[src/rtl/char_flush_scanner_if.sv]
// Handshake and pixel bus between the character-cell scanner, its glyph LUT
// and the VGA plot adapter.
interface char_flush_scanner_if;
   logic       start;
   logic [7:0] origin_x;
   logic [7:0] origin_y;
   logic       stall;
   logic [5:0] glyph_colour;
   logic       glyph_en;
   logic [7:0] flush_x;
   logic [7:0] flush_y;
   logic [7:0] org_x;
   logic [7:0] org_y;
   logic [7:0] vga_x;
   logic [7:0] vga_y;
   logic [5:0] vga_colour;
   logic       vga_plot;
   logic       busy;
   logic       done;

   modport master (
      output start, origin_x, origin_y, stall, glyph_colour, glyph_en,
      input  flush_x, flush_y, org_x, org_y, vga_x, vga_y, vga_colour,
             vga_plot, busy, done
   );

   modport slave (
      input  start, origin_x, origin_y, stall, glyph_colour, glyph_en,
      output flush_x, flush_y, org_x, org_y, vga_x, vga_y, vga_colour,
             vga_plot, busy, done
   );
endinterface

[src/rtl/char_flush_scanner.sv]
// Sweeps one BOX_W x BOX_H character cell through the glyph LUT and emits VGA plot
// strobes one cycle later. Define CHAR_SCAN_CLEAR_BG_EN to repaint background pixels too.
module char_flush_scanner #(
   parameter int         BOX_W     = 8,
   parameter int         BOX_H     = 10,
   parameter logic [5:0] BG_COLOUR = 6'b000000
) (
   input  logic               clk,
   input  logic               reset,
   char_flush_scanner_if.slave bus
);
   typedef enum logic [1:0] {IDLE, SCAN, DRAIN, DONE} state_t;

   localparam logic [7:0] LAST_X = 8'(BOX_W - 1);
   localparam logic [7:0] LAST_Y = 8'(BOX_H - 1);

   state_t     state_reg;
   logic [7:0] offset_x_reg;
   logic [7:0] offset_y_reg;
   logic [7:0] flush_x_reg;
   logic [7:0] flush_y_reg;
   logic [7:0] org_x_reg;
   logic [7:0] org_y_reg;
   logic [7:0] vga_x_reg;
   logic [7:0] vga_y_reg;
   logic [5:0] vga_colour_reg;
   logic       plot_reg;
   logic       busy_reg;
   logic       done_reg;

   logic       carry_x;
   logic       carry_y;
   logic       eligible;
   logic [5:0] pix_colour;
   logic       last_addr;

   // flush = org + offset mod 256 with offset < 256, so a wrap shows up as flush < org.
   assign carry_x   = (flush_x_reg < org_x_reg);
   assign carry_y   = (flush_y_reg < org_y_reg);
   assign last_addr = (offset_x_reg == LAST_X) && (offset_y_reg == LAST_Y);

`ifdef CHAR_SCAN_CLEAR_BG_EN
   assign eligible = !carry_x && !carry_y;
`else
   assign eligible = !carry_x && !carry_y && bus.glyph_en;
`endif
   assign pix_colour = bus.glyph_en ? bus.glyph_colour : BG_COLOUR;

   always_ff @(posedge clk or posedge reset) begin
      if (reset) begin
         state_reg      <= IDLE;
         offset_x_reg   <= '0;
         offset_y_reg   <= '0;
         flush_x_reg    <= '0;
         flush_y_reg    <= '0;
         org_x_reg      <= '0;
         org_y_reg      <= '0;
         vga_x_reg      <= '0;
         vga_y_reg      <= '0;
         vga_colour_reg <= '0;
         plot_reg       <= 1'b0;
         busy_reg       <= 1'b0;
         done_reg       <= 1'b0;
      end else begin
         done_reg <= 1'b0;
         case (state_reg)
            IDLE: begin
               if (bus.start) begin
                  org_x_reg    <= bus.origin_x;
                  org_y_reg    <= bus.origin_y;
                  flush_x_reg  <= bus.origin_x;
                  flush_y_reg  <= bus.origin_y;
                  offset_x_reg <= '0;
                  offset_y_reg <= '0;
                  busy_reg     <= 1'b1;
                  state_reg    <= SCAN;
               end
            end
            SCAN: begin
               if (!bus.stall) begin
                  // Capture the sample for the address presented this cycle.
                  vga_x_reg      <= flush_x_reg;
                  vga_y_reg      <= flush_y_reg;
                  vga_colour_reg <= pix_colour;
                  plot_reg       <= eligible;
                  if (last_addr) begin
                     state_reg <= DRAIN;
                  end else if (offset_x_reg == LAST_X) begin
                     offset_x_reg <= '0;
                     offset_y_reg <= offset_y_reg + 8'd1;
                     flush_x_reg  <= org_x_reg;
                     flush_y_reg  <= flush_y_reg + 8'd1;
                  end else begin
                     offset_x_reg <= offset_x_reg + 8'd1;
                     flush_x_reg  <= flush_x_reg + 8'd1;
                  end
               end
            end
            DRAIN: begin
               if (!bus.stall) begin
                  plot_reg  <= 1'b0;
                  busy_reg  <= 1'b0;
                  done_reg  <= 1'b1;
                  state_reg <= DONE;
               end
            end
            DONE: begin
               state_reg <= IDLE;
            end
            default: begin
               state_reg <= IDLE;
            end
         endcase
      end
   end

   assign bus.flush_x    = flush_x_reg;
   assign bus.flush_y    = flush_y_reg;
   assign bus.org_x      = org_x_reg;
   assign bus.org_y      = org_y_reg;
   assign bus.vga_x      = vga_x_reg;
   assign bus.vga_y      = vga_y_reg;
   assign bus.vga_colour = vga_colour_reg;
   // Held pixel stays registered under stall and re-presents once stall drops.
   assign bus.vga_plot   = plot_reg && !bus.stall;
   assign bus.busy       = busy_reg;
   assign bus.done       = done_reg;
endmodule

[src/flat_wrapper.sv]
// flat-port wrapper written by rule: the top's interface ports become plain ports
module char_flush_scanner_flat 
#(
   parameter int         BOX_W     = 8,
   parameter int         BOX_H     = 10,
   parameter logic [5:0] BG_COLOUR = 6'b000000
)
  (clk, reset, bus_start, bus_origin_x, bus_origin_y, bus_stall, bus_glyph_colour, bus_glyph_en, bus_flush_x, bus_flush_y, bus_org_x, bus_org_y, bus_vga_x, bus_vga_y, bus_vga_colour, bus_vga_plot, bus_busy, bus_done);
  char_flush_scanner_if bus_i ();
  input  logic clk;
  input  logic reset;
  input wire logic [$bits(bus_i.start)-1:0] bus_start;
  input wire logic [$bits(bus_i.origin_x)-1:0] bus_origin_x;
  input wire logic [$bits(bus_i.origin_y)-1:0] bus_origin_y;
  input wire logic [$bits(bus_i.stall)-1:0] bus_stall;
  input wire logic [$bits(bus_i.glyph_colour)-1:0] bus_glyph_colour;
  input wire logic [$bits(bus_i.glyph_en)-1:0] bus_glyph_en;
  output wire logic [$bits(bus_i.flush_x)-1:0] bus_flush_x;
  output wire logic [$bits(bus_i.flush_y)-1:0] bus_flush_y;
  output wire logic [$bits(bus_i.org_x)-1:0] bus_org_x;
  output wire logic [$bits(bus_i.org_y)-1:0] bus_org_y;
  output wire logic [$bits(bus_i.vga_x)-1:0] bus_vga_x;
  output wire logic [$bits(bus_i.vga_y)-1:0] bus_vga_y;
  output wire logic [$bits(bus_i.vga_colour)-1:0] bus_vga_colour;
  output wire logic [$bits(bus_i.vga_plot)-1:0] bus_vga_plot;
  output wire logic [$bits(bus_i.busy)-1:0] bus_busy;
  output wire logic [$bits(bus_i.done)-1:0] bus_done;
  assign bus_i.start = bus_start;
  assign bus_i.origin_x = bus_origin_x;
  assign bus_i.origin_y = bus_origin_y;
  assign bus_i.stall = bus_stall;
  assign bus_i.glyph_colour = bus_glyph_colour;
  assign bus_i.glyph_en = bus_glyph_en;
  assign bus_flush_x = bus_i.flush_x;
  assign bus_flush_y = bus_i.flush_y;
  assign bus_org_x = bus_i.org_x;
  assign bus_org_y = bus_i.org_y;
  assign bus_vga_x = bus_i.vga_x;
  assign bus_vga_y = bus_i.vga_y;
  assign bus_vga_colour = bus_i.vga_colour;
  assign bus_vga_plot = bus_i.vga_plot;
  assign bus_busy = bus_i.busy;
  assign bus_done = bus_i.done;
  char_flush_scanner #(.BOX_W(BOX_W), .BOX_H(BOX_H), .BG_COLOUR(BG_COLOUR)) u_core (.clk(clk), .reset(reset), .bus(bus_i));
endmodule
[config.mk]
export PLATFORM = sky130hd
export DESIGN_NAME = char_flush_scanner_flat
export DESIGN_NICKNAME = d
export VERILOG_FILES = /design/src/rtl/char_flush_scanner_if.sv /design/src/rtl/char_flush_scanner.sv /design/src/flat_wrapper.sv
export SDC_FILE = /design/constraint.sdc
export NUM_CORES = 1
export LEC_CHECK = 0
export BUFFER_PORTS_ARGS = -buffer_cell sky130_fd_sc_hd__buf_2
export CAP_MARGIN = 10
export CORE_AREA = 5 5 107 109
export DETAILED_ROUTE_END_ITERATION = 16
export DIE_AREA = 0 0 112 114
export PLACE_DENSITY = 0.63
export SETUP_SLACK_MARGIN = 0.3
export SLEW_MARGIN = 25
export SYNTH_ARGS = -nofsm -noshare
export SYNTH_HDL_FRONTEND = slang
export SYNTH_SLANG_ARGS = --single-unit
[constraint.sdc]
create_clock -name clk -period 4.8 [get_ports clk]
set_input_delay 0.48 -clock clk [delete_from_list [all_inputs] [get_ports clk]]
set_output_delay 0.48 -clock clk [all_outputs]
set_load 0.005 [all_outputs]
# [Yosys cells after proc, flatten, opt, wreduce, memory -nomap -nowiden]
# Cells that the tools add are included.
[op_classes] add_sub_neg=4 order_cmp=2 eq_ne=11 mux=32 bitwise=1 reduce_logical=18
[ops] op="8-bit two-way mux" count=15
[ops] op="8-bit case mux with 2 select lines" count=4
[ops] op="8-bit by 1-bit adder with 8-bit output, second input constant" count=4
[ops] op="8-bit less-than comparator" count=2
[ops] op="8-bit by 3-bit == test with 1-bit output, second input constant" count=1
[ops] op="8-bit by 4-bit == test with 1-bit output, second input constant" count=1
[ops] op="2-bit two-way mux" count=4
[ops] op="2-bit != test, second input constant" count=4
[ops] op="2-bit case mux with 4 select lines" count=1
[ops] op="4-bit AND reduction" count=2
[ops] op="6-bit two-way mux" count=1
[ops] op="3-bit AND reduction" count=2
[ops] op="2-bit nonzero test" count=3
[ops] op="1-bit two-way mux" count=5
[ops] op="5-bit AND reduction" count=1
[ops] op="2-bit == test, second input constant" count=2
[ops] op="1-bit logical AND" count=4
[ops] op="2-bit by 1-bit != test with 1-bit output, second input constant" count=2
[ops] op="1-bit case mux with 2 select lines" count=2
[ops] op="2-bit AND reduction" count=2
[ops] op="1-bit logical NOT" count=3
[ops] op="2-bit by 1-bit == test with 1-bit output, second input constant" count=1
[ops] op="2-bit logical NOT" count=1
[ops] op="1-bit NOT" count=1
[totals] register_bits=75 in_bits=27 out_inout_bits=57 wordCells=81

# [Logic depth before layout (Yosys ltp)]
# Gate-level depths: netlist of the first run.
[depth] word_depth=6 ltp_mapped=9 depth_no_buf=7

# [Worst setup path before layout of the first run]
# Ideal clock, no wire load.
[synth_path] path_type="register -> register" from="reg u_core.offset_x_reg[0]" to="reg u_core.offset_y_reg[7]" setup_time_ps=78 arrival_time_ps=2154 required_ps=4722 path_slack_ps=2568 path_stages_with_launch=7 path_buffers=0 path_cell_list="dfrtp_1 ha_1 or4b_4 a211oi_4 a21oi_2 or4_1 a21oi_1"
[synth_between] elab_chain_cells=4 elab_cells_between_ends=5
[synth_rtl] element="from (decl)" line_no="char_flush_scanner.sv:18" text="logic [7:0] offset_x_reg;"
[synth_rtl] element="from (signal assigned)" line_no="char_flush_scanner.sv:94" text="offset_x_reg <= offset_x_reg + 8'd1;"
[synth_rtl] element="8-bit by 3-bit == test with 1-bit output *" line_no="char_flush_scanner.sv:40, char_flush_scanner.sv:88"
[synth_rtl] element="1-bit logical AND" line_no="char_flush_scanner.sv:40" text="assign last_addr = (offset_x_reg == LAST_X) && (offset_y_reg == LAST_Y);"
[synth_rtl] element="2-bit != test (no source line)"
[synth_rtl] element="5-bit AND reduction (no source line) *"
[synth_rtl] element="to (signal assigned)" line_no="char_flush_scanner.sv:90" text="offset_y_reg <= offset_y_reg + 8'd1;"
[synth_rtl] element="to (decl)" line_no="char_flush_scanner.sv:19" text="logic [7:0] offset_y_reg;"
# Mark *: on every way between the ends. The rest lies on a longest branch, timed or not.
# A chain may end at the register's enable or synchronous reset.

# [Worst setup path in the final report of the first run]
[layout_path] from="reg u_core.state_reg[0]" to="reg u_core.offset_y_reg[7]"
[layout_between] elab_chain_cells=3 elab_cells_between_ends=9
[layout_rtl] element="from (decl)" line_no="char_flush_scanner.sv:17" text="state_t state_reg;"
[layout_rtl] element="from (signal assigned)" line_no="char_flush_scanner.sv:51" text="state_reg <= IDLE;"
[layout_rtl] element="from (signal assigned)" line_no="char_flush_scanner.sv:76" text="state_reg <= SCAN;"
[layout_rtl] element="from (signal assigned)" line_no="char_flush_scanner.sv:87" text="state_reg <= DRAIN;"
[layout_rtl] element="2-bit by 1-bit == test with 1-bit output / 2-bit logical NOT (equally long branches)" line_no="char_flush_scanner.sv:66" text="case (state_reg)"
[layout_rtl] element="2-bit != test (no source line) (tied with other cells)"
[layout_rtl] element="5-bit AND reduction (no source line)"
# Parallel ways exist; a longest one is shown, timed or not.

==> results of run 1 <==
cell families (layout without fill, tap and decap cells):
family                   Yosys count  after routing  synth area share
AND/OR/NAND/NOR                  122            122             0.154
adder cells (fa/ha/maj)           22             22            0.0685
AO/OA/AOI/OAI                     98             98             0.163
multiplexers                      32             32            0.0894
buffers and inverters             39            125            0.0383
XOR/XNOR                           9              9            0.0196
flip-flops                        75             75             0.467
routing by layer:
layer / vias up / share of wire
li1: 1602 / -
met1: 1649 / 0.43
met2: 119 / 0.47
met3: 21 / 0.075
met4: 0 / 0.024
met5: - / 0
layout by cell type, fill, tap and decap left out, drive strengths merged, types with 2 or more instances in the layout:
cell	n
clkinv	2
nand2	39
nor2	24
a21oi	20
nor3	5
xor2	7
o211ai	5
ha	22
a311oi	3
a211o	2
o31ai	7
a21o	5
o22a	2
a31oi	5
nand4	8
and2	5
nor3b	2
nand2b	2
clkbuf	9
xnor2	2
o21ai	32
or3	2
buf	87
a211oi	5
nor2b	5
and4	4
inv	27
mux2	31
and3	6
or4b	2
a22oi	2
nand3	13
dfrtp	75
cell type report:
class	count	area [µm²]
inverters	22	82.6
well taps	140	175
clock inverters	7	63.8
flip-flops and latches	75	1880
repair buffers	87	445
multi-input cells	283	2000
fillers	1036	5740
clock buffers	9	124
critical path: cells and delay by family, from the launching register on:
family	cells	cell delay, ns
AO/OA/AOI/OAI	2	0.28
adder cells (fa/ha/maj)	1	0.28
buffers and inverters	1	0.10
flip-flops	1	0.38
AND/OR/NAND/NOR	3	1.86
stage by stage:
stage                     cells  power (mW)  hold slack (ns)  utilization
after global routing        623        3.18            0.321        0.453
after detailed placement    607        2.45            0.468        0.435
after CTS                   623        2.94            0.276        0.453
after floorplan             397        1.96            0.461            -
after global placement      607        2.41            0.462        0.435
final                       623        2.92            0.245        0.453
worst max path at each step:
stage / from / endpoint / slack, ns / cells after the start
after floorplan: reset / u_core.bus.busy / 2.41 / 1
after global placement: u_core.state_reg[0] / u_core.offset_y_reg[7] / 1.95 / 7
after detailed placement: u_core.state_reg[0] / u_core.offset_y_reg[7] / 1.80 / 7
after CTS: u_core.state_reg[0] / u_core.offset_y_reg[7] / 1.80 / 7
after global routing: u_core.state_reg[1] / u_core.offset_y_reg[7] / 1.50 / 7
final: u_core.state_reg[0] / u_core.offset_y_reg[7] / 1.83 / 7
power groups by stage:
stage / clock network, mW / logic (mW) / registers, mW
final: 0.481 / 1.30 / 1.13
after global routing: 0.519 / 1.49 / 1.18
after CTS: 0.495 / 1.32 / 1.13
after detailed placement: 0 / 1.31 / 1.14
after global placement: 0 / 1.27 / 1.13
after floorplan: 0 / 0.881 / 1.08
==> qor.txt, run 1 <==
Clk buf depth -> 2
CP startpoint kind -> flip-flop
Post_cts resized -> 0
Combinational power share -> 0.447
GR Util met3 -> 0.0361
RSZ-0062 raised after global routing -> no
Most common cell in the netlist -> dfrtp_1
Fin crit share -> 0.618
Post-synth EDFFs -> 0
Final Hold Viols -> 0
Synth top cells by count -> 75 x dfrtp_1, 39 x nand2_1, 32 x o21ai_0
Cells after synthesis -> 397
Synth Warn # -> 0
P_leak -> 2.29 nW
Setup TNS -> 0 ns
Initial core utilization -> 0.382
Worst-path fanout max -> 18
FF-to-FF setup slack -> 1.83 ns
IO Pins -> 84
Seq pwr share -> 0.388
Proportion of layout cells with a drive suffix above 1 -> 0.308
Top cell type's share of synthesized area -> 0.467
Maximum clock rate -> 337 MHz
Fin crit period -> 2.97 ns
Max-slew headroom -> 0.426
VDD IR max -> 0.265 mV
Full die area -> 12,800 µm²
Clock skew -> 0.0120 ns
Nets -> 527
Switching power share of the total -> 0.427
Initial antenna violation count -> 0
Hold-fix buffers, CTS -> 0
Pre-CTS setup slack -> 1.80 ns
Critical Path Slowest Stage Cell -> nor2_1
Setup WS post-layout -> 1.83 ns
Clk_lat worst skew -> 0.37 ns
GPL Wtd Cong -> 0.781
CTS Root Cell -> clkbuf_8
Crit-path cells -> inv_1 > ha_1 > nand2_1 > nor2_1 > a21oi_2 > or4_1 > a21oi_1
PD cells -> 612 nW/µm²
HP Class -> input port to asynchronous set/reset pin
Total GRT Usage -> 0.166
Netlist Area Pre-Place -> 4020 µm²
Area Growth Syn to Fin -> 18.6%
# Post-CTS Setup Buffers -> 0
Grt ovf -> 0
Post-synth top area cell -> dfrtp_1
Height of the die -> 114 µm
Gr busiest metal -> met2
Routed wire per std cell -> 16.5 µm
Clock power frac -> 0.165
CTS H-tree depth -> 3
Async S/R FF share, synth -> 1.00
CORE AREA -> 10,500 µm²
Actual slew at the worst max-slew pin -> 0.849 ns
Cell-internal power -> 1.67 mW
CP Capture Type -> flip-flop
Clk slew on worst S/H paths -> 0.10 ns
Cts bufs inserted -> 9
R2R Path Start -> u_core.state_reg[0]
Port-buffer cells -> 83
Global-route wire length before repair -> 17,100 µm
DRC -> 0
Via count -> 3,391
Final cell area excluding filler cells -> 4760 µm²
Maxcap violations -> 0
M2 GR Usage -> 0.269
Post-synthesis net count -> 446
Vias per cell -> 5.44
Flops & latches, synth -> 75
Pre-Repair DR Iteration Count -> 4
Chip Width -> 112 µm
Sink Count -> 75
Worst Path Required -> 5.09 ns
Placed Area -> 4570 µm²
Fin. max-slew vios -> 0
Row count -> 38
Antenna Cells -> 0
Post-Route WL -> 10,300 µm
# setup viols final -> 0
Crit path largest cell delay -> 0.81 ns
Crit path kind -> flip-flop to flip-flop
Worst EP arrival -> 3.25 ns
Switching pwr -> 1.25 mW
Status -> finished, final reports clean
Vias in the first global route -> 3,415
Largest net degree at the start of global routing -> 40
Synth area leaders -> dfrtp_1 47%, mux2_2 8.7%, ha_1 6.8%, o21ai_0 4.0%, nand2_1 3.6%
HPWL after DPL -> 7510 µm
Met1 global-route usage -> 0.216
Post-route ant nets -> 0
CTS tree -> yes
Synth Area per Inst -> 10.1 µm²
Library cells used by synthesis -> 60
Seq/Total Area, Yosys -> 0.467
FF-to-FF End -> u_core.offset_y_reg[7]
Main synth FF type -> dfrtp_1
Worst r2r path cells -> 7
Initial drt markers -> 135
Power figures use the tool's default switching activity.
==> inputs of run 2 (changes only) <==
Clock period 4.8 ns to 3 ns, I/O delays scaled along.
==> qor.txt, run 2 (synthesis gave the netlist of run 1 again) <==
Area Growth Syn to Fin -> 20.7%
PD cells -> 984 nW/µm²
Status -> finished, final reports clean
CP startpoint kind -> flip-flop
Fin crit share -> 0.827
Via count -> 3,322
CP Capture Type -> flip-flop
Commonest non-fill, non-tap cell in the layout -> buf_2
GPL Wtd Cong -> 0.844
Total GRT Usage -> 0.165
Grt ovf -> 0
Maximum clock rate -> 403 MHz
Post-Route WL -> 10,000 µm
Antenna Cells -> 0
Full die area -> 12,800 µm²
CTS Root Cell -> clkbuf_8
Maxcap violations -> 0
Hold-fix buffers, CTS -> 0
Clk slew on worst S/H paths -> 0.08 ns
Nets -> 534
# setup viols final -> 0
HPWL after DPL -> 7410 µm
IO Pins -> 84
Clk_lat worst skew -> 0.36 ns
Global-route wire length before repair -> 16,900 µm
Initial core utilization -> 0.382
Routed wire per std cell -> 15.9 µm
Crit path kind -> flip-flop to flip-flop
Commonest cells after routing, fill and taps aside -> 83 x buf_2, 75 x dfrtp_1, 39 x nand2_1, 32 x o21ai_0, 31 x mux2_2
Placed cells -> 614
Fin crit period -> 2.48 ns
Initial drt markers -> 214
CTS H-tree depth -> 3
Row count -> 38
Initial antenna violation count -> 0
Post_cts resized -> 0
Setup WS post-layout -> 0.519 ns
DRC -> 0
Clock skew -> 0.0153 ns
Clk buf depth -> 2
Proportion of layout cells with a drive suffix above 1 -> 0.320
Fin. max-slew vios -> 0
Worst hold slack -> 0.00368 ns
Worst-path fanout max -> 22
Pre-CTS setup slack -> 0.522 ns
Fillers -> 1,020
Cts bufs inserted -> 9
Vias per cell -> 5.27
Final non-filler cell total -> 630
HP Class -> input port to asynchronous set/reset pin
Sink Count -> 75
Worst EP arrival -> 2.73 ns
P_leak -> 2.33 nW
Port-buffer cells -> 83
VDD IR max -> 0.488 mV
Pre-Repair DR Iteration Count -> 4
# Post-CTS Setup Buffers -> 0
Chip Width -> 112 µm
RSZ-0062 raised after global routing -> no
Setup TNS -> 0 ns
Worst Path Required -> 3.25 ns
Height of the die -> 114 µm
Total power -> 4.77 mW
CORE AREA -> 10,500 µm²
Vias in the first global route -> 3,344
Final Hold Viols -> 0
CTS tree -> yes
Largest net degree at the start of global routing -> 76
Actual slew at the worst max-slew pin -> 0.604 ns
Max-slew headroom -> 0.597
Post-route ant nets -> 0
-- run 2: layer usage --
layer  wire (µm)  share of wire  track usage  vias to the layer above
met1        4520           0.45        0.219                     1595
li1            -              -            -                     1617
met3         717          0.071       0.0488                        9
met2        4720           0.47        0.267                      101
met5           0              0            0                        -
met4          82         0.0082       0.0425                        0
-- run 2: final timing paths --
kind                       slack [ns]                      from                       end  depth (start not counted)
setup / recovery                 0.52    u_core.offset_x_reg[0]    u_core.offset_x_reg[2]                          5
hold / removal                  0.004                     reset       u_core.bus.vga_x[0]                          3
max in group asynchronous        2.65                     reset     u_core.bus.flush_x[7]                          3
hold reg to reg                  0.48  u_core.bus.vga_colour[0]  u_core.bus.vga_colour[0]                          2
min in group clk                 0.18       bus_glyph_colour[3]  u_core.bus.vga_colour[3]                          3
setup reg to reg                 0.52    u_core.offset_x_reg[0]    u_core.offset_x_reg[2]                          5
-- run 2: worst max-delay path, stage by stage (launching register included) --
cell and delay, ns:
dfrtp_1 0.40, ha_1 0.24, or4b_4 0.52, or2_2 0.50, o31a_1 0.43, a32o_1 0.29
-- run 2: layout make-up --
type / count / area [µm²] / area share
Multi-Input combinational cell: 283 / 1990 / 0.411
Sequential cell: 75 / 1880 / 0.387
Timing Repair Buffer: 94 / 510 / 0.105
Tap cell: 140 / 175 / 0.0361
Clock buffer: 11 / 151 / 0.0312
Inverter: 22 / 82.6 / 0.0170
Clock inverter: 5 / 60.1 / 0.0124
-- run 2: power by group --
part | total (mW) | switching (mW) | internal, mW | leakage [nW]
Sequential | 1.81 | 0.429 | 1.38 | 0.965
Combinational | 2.13 | 1.10 | 1.03 | 1.26
Clock | 0.832 | 0.399 | 0.433 | 0.106
Total | 4.77 | 1.93 | 2.84 | 2.33
-- run 2: stage by stage --
step           utilization  cell area (µm²)
6_report             0.462             4850
5_1_grt              0.462             4850
4_1_cts              0.461             4840
3_5_place_dp         0.441             4630
3_3_place_gp         0.441             4630
2_1_floorplan            -             4020
==> inputs of run 3 (changes only) <==
Clock period 3 ns to 2.6 ns, I/O delays scaled along.
==> qor.txt, run 3 (synthesis gave the netlist of run 1 again) <==
Final non-filler cell total -> 635
Routed wire per std cell -> 16.0 µm
Height of the die -> 114 µm
Clock power frac -> 0.187
Crit-path cells -> ha_4 > or4b_4 > a211oi_4 > a21oi_2 > or4_1 > a21oi_1
WP buf/inv -> 0
Fin. max-slew vios -> 0
Fin crit share -> 0.847
Largest net degree at the start of global routing -> 34
CTS tree -> yes
Vias in the first global route -> 3,517
Clk_lat worst skew -> 0.36 ns
Fin crit period -> 2.20 ns
Combinational power share -> 0.441
Maxcap violations -> 0
Sink Count -> 75
Critical Path Slowest Stage Cell -> or4_1
Worst Path Required -> 2.89 ns
Seq pwr share -> 0.373
Initial antenna violation count -> 0
Initial core utilization -> 0.382
Clk slew on worst S/H paths -> 0.09 ns
P_leak -> 2.37 nW
Full die area -> 12,800 µm²
Antenna Cells -> 0
# setup viols final -> 0
VDD IR max -> 0.465 mV
Clk buf depth -> 2
Proportion of layout cells with a drive suffix above 1 -> 0.331
Post-Route WL -> 10,200 µm
HPWL after DPL -> 7600 µm
Area Growth Syn to Fin -> 22.5%
Delay-heaviest family, CP -> simple AND/OR/NAND/NOR gates
Actual slew at the worst max-slew pin -> 0.466 ns
Setup TNS -> 0 ns
Row count -> 38
Cell-internal power -> 3.36 mW
GPL Wtd Cong -> 0.865
Switching power share of the total -> 0.400
Grt ovf -> 0
Crit path largest cell delay -> 0.51 ns
Nets -> 539
DRC -> 0
Global-route wire length before repair -> 17,100 µm
CP startpoint kind -> flip-flop
CTS Root Cell -> clkbuf_8
Via count -> 3,376
Vias per cell -> 5.32
Final Hold Viols -> 0
CP Capture Type -> flip-flop
Cts bufs inserted -> 9
Switching pwr -> 2.24 mW
RSZ-0062 raised after global routing -> yes
Commonest non-fill, non-tap cell in the layout -> buf_2
Chip Width -> 112 µm
Placed cells -> 616
Post-route ant nets -> 0
Crit path kind -> flip-flop to flip-flop
Initial drt markers -> 152
Commonest cells after routing, fill and taps aside -> 83 x buf_2, 75 x dfrtp_1, 39 x nand2_1, 32 x o21ai_0, 31 x mux2_2
Status -> finished, final reports clean
PD cells -> 1140 nW/µm²
IO Pins -> 84
CTS H-tree depth -> 3
HP Class -> input port to flip-flop
CORE AREA -> 10,500 µm²
Clock skew -> 0.0133 ns
Total GRT Usage -> 0.166
Maximum clock rate -> 454 MHz
Max-slew headroom -> 0.688
Pre-Repair DR Iteration Count -> 4
Port-buffer cells -> 83
Worst-path fanout max -> 5
Worst EP arrival -> 2.49 ns
Final core utilization -> 0.469
-- run 3: cell count changes in the layout (fill, tap and decap cells not counted), sizes merged --
cell,before,now
clkinvlp,1,0
dlygate4sd3,0,1
bufinv,1,2
buf,94,98
inv,22,23
clkbuf,11,10
-- run 3: power groups by stage --
stage / clock network [mW] / registers, mW / logic (mW)
floorplan: 0 / 1.99 / 1.63
CTS: 1.07 / 2.08 / 2.50
detailed placement: 0 / 2.11 / 2.48
finish: 1.05 / 2.09 / 2.47
global route: 1.12 / 2.18 / 2.85
global placement: 0 / 2.08 / 2.42
-- run 3: worst paths after layout --
path                                           from                        to  slack [ns]  cells after the start
max in group asynchronous                     reset       u_core.state_reg[0]        1.39                      4
setup reg to reg             u_core.offset_x_reg[1]    u_core.offset_y_reg[7]        0.40                      6
setup / recovery             u_core.offset_x_reg[1]    u_core.offset_y_reg[7]        0.40                      6
min in group asynchronous                     reset    u_core.offset_y_reg[6]        0.43                      3
hold reg to reg            u_core.bus.vga_colour[4]  u_core.bus.vga_colour[4]        0.48                      2
hold / removal                  bus_glyph_colour[3]  u_core.bus.vga_colour[3]        0.14                      3
-- run 3: through the flow --
stage	area, µm²	total power [mW]	hold WS (ns)	setup slack (ns)
after global placement	4640	4.50	0.273	0.238
after floorplan	4020	3.62	0.385	0.368
final	4920	5.61	0.138	0.398
after detailed placement	4640	4.59	0.281	0.180
after global routing	4920	6.15	0.120	0.272
after CTS	4900	5.66	0.128	0.378
-- run 3: what timing repair did --
item | in CTS | in global routing
endpoints found under the hold margin | 17 | 0
endpoints found under the setup margin | 6 | 6
pin swaps | 1 | 0
setup buffers | 2 | 0
resized for setup | 2 | 6
hold buffers | 1 | 0
-- run 3: layout make-up --
cell class	count	area, µm²
inverter	22	82.6
tap	140	175
clock buffer	10	138
sequential	75	1880
fill	1006	5580
timing repair buffer	99	542
multi-input combinational	283	2010
clock inverter	6	95.1
-- run 3: metal layers --
layer / GRT usage / share of wire / up-vias
met2: 0.280 / 0.48 / 95
met4: 0.0561 / 0.014 / 0
met3: 0.0393 / 0.063 / 14
met5: 0 / 0 / -
met1: 0.210 / 0.45 / 1646
li1: - / - / 1621
-- run 3: worst reg2reg max path, cell delays in order, from the launching register on --
cell and delay [ns]:
dfrtp_1 0.42, ha_4 0.17, or4b_4 0.50, a211oi_4 0.27, a21oi_2 0.12, or4_1 0.51
a21oi_1 0.15
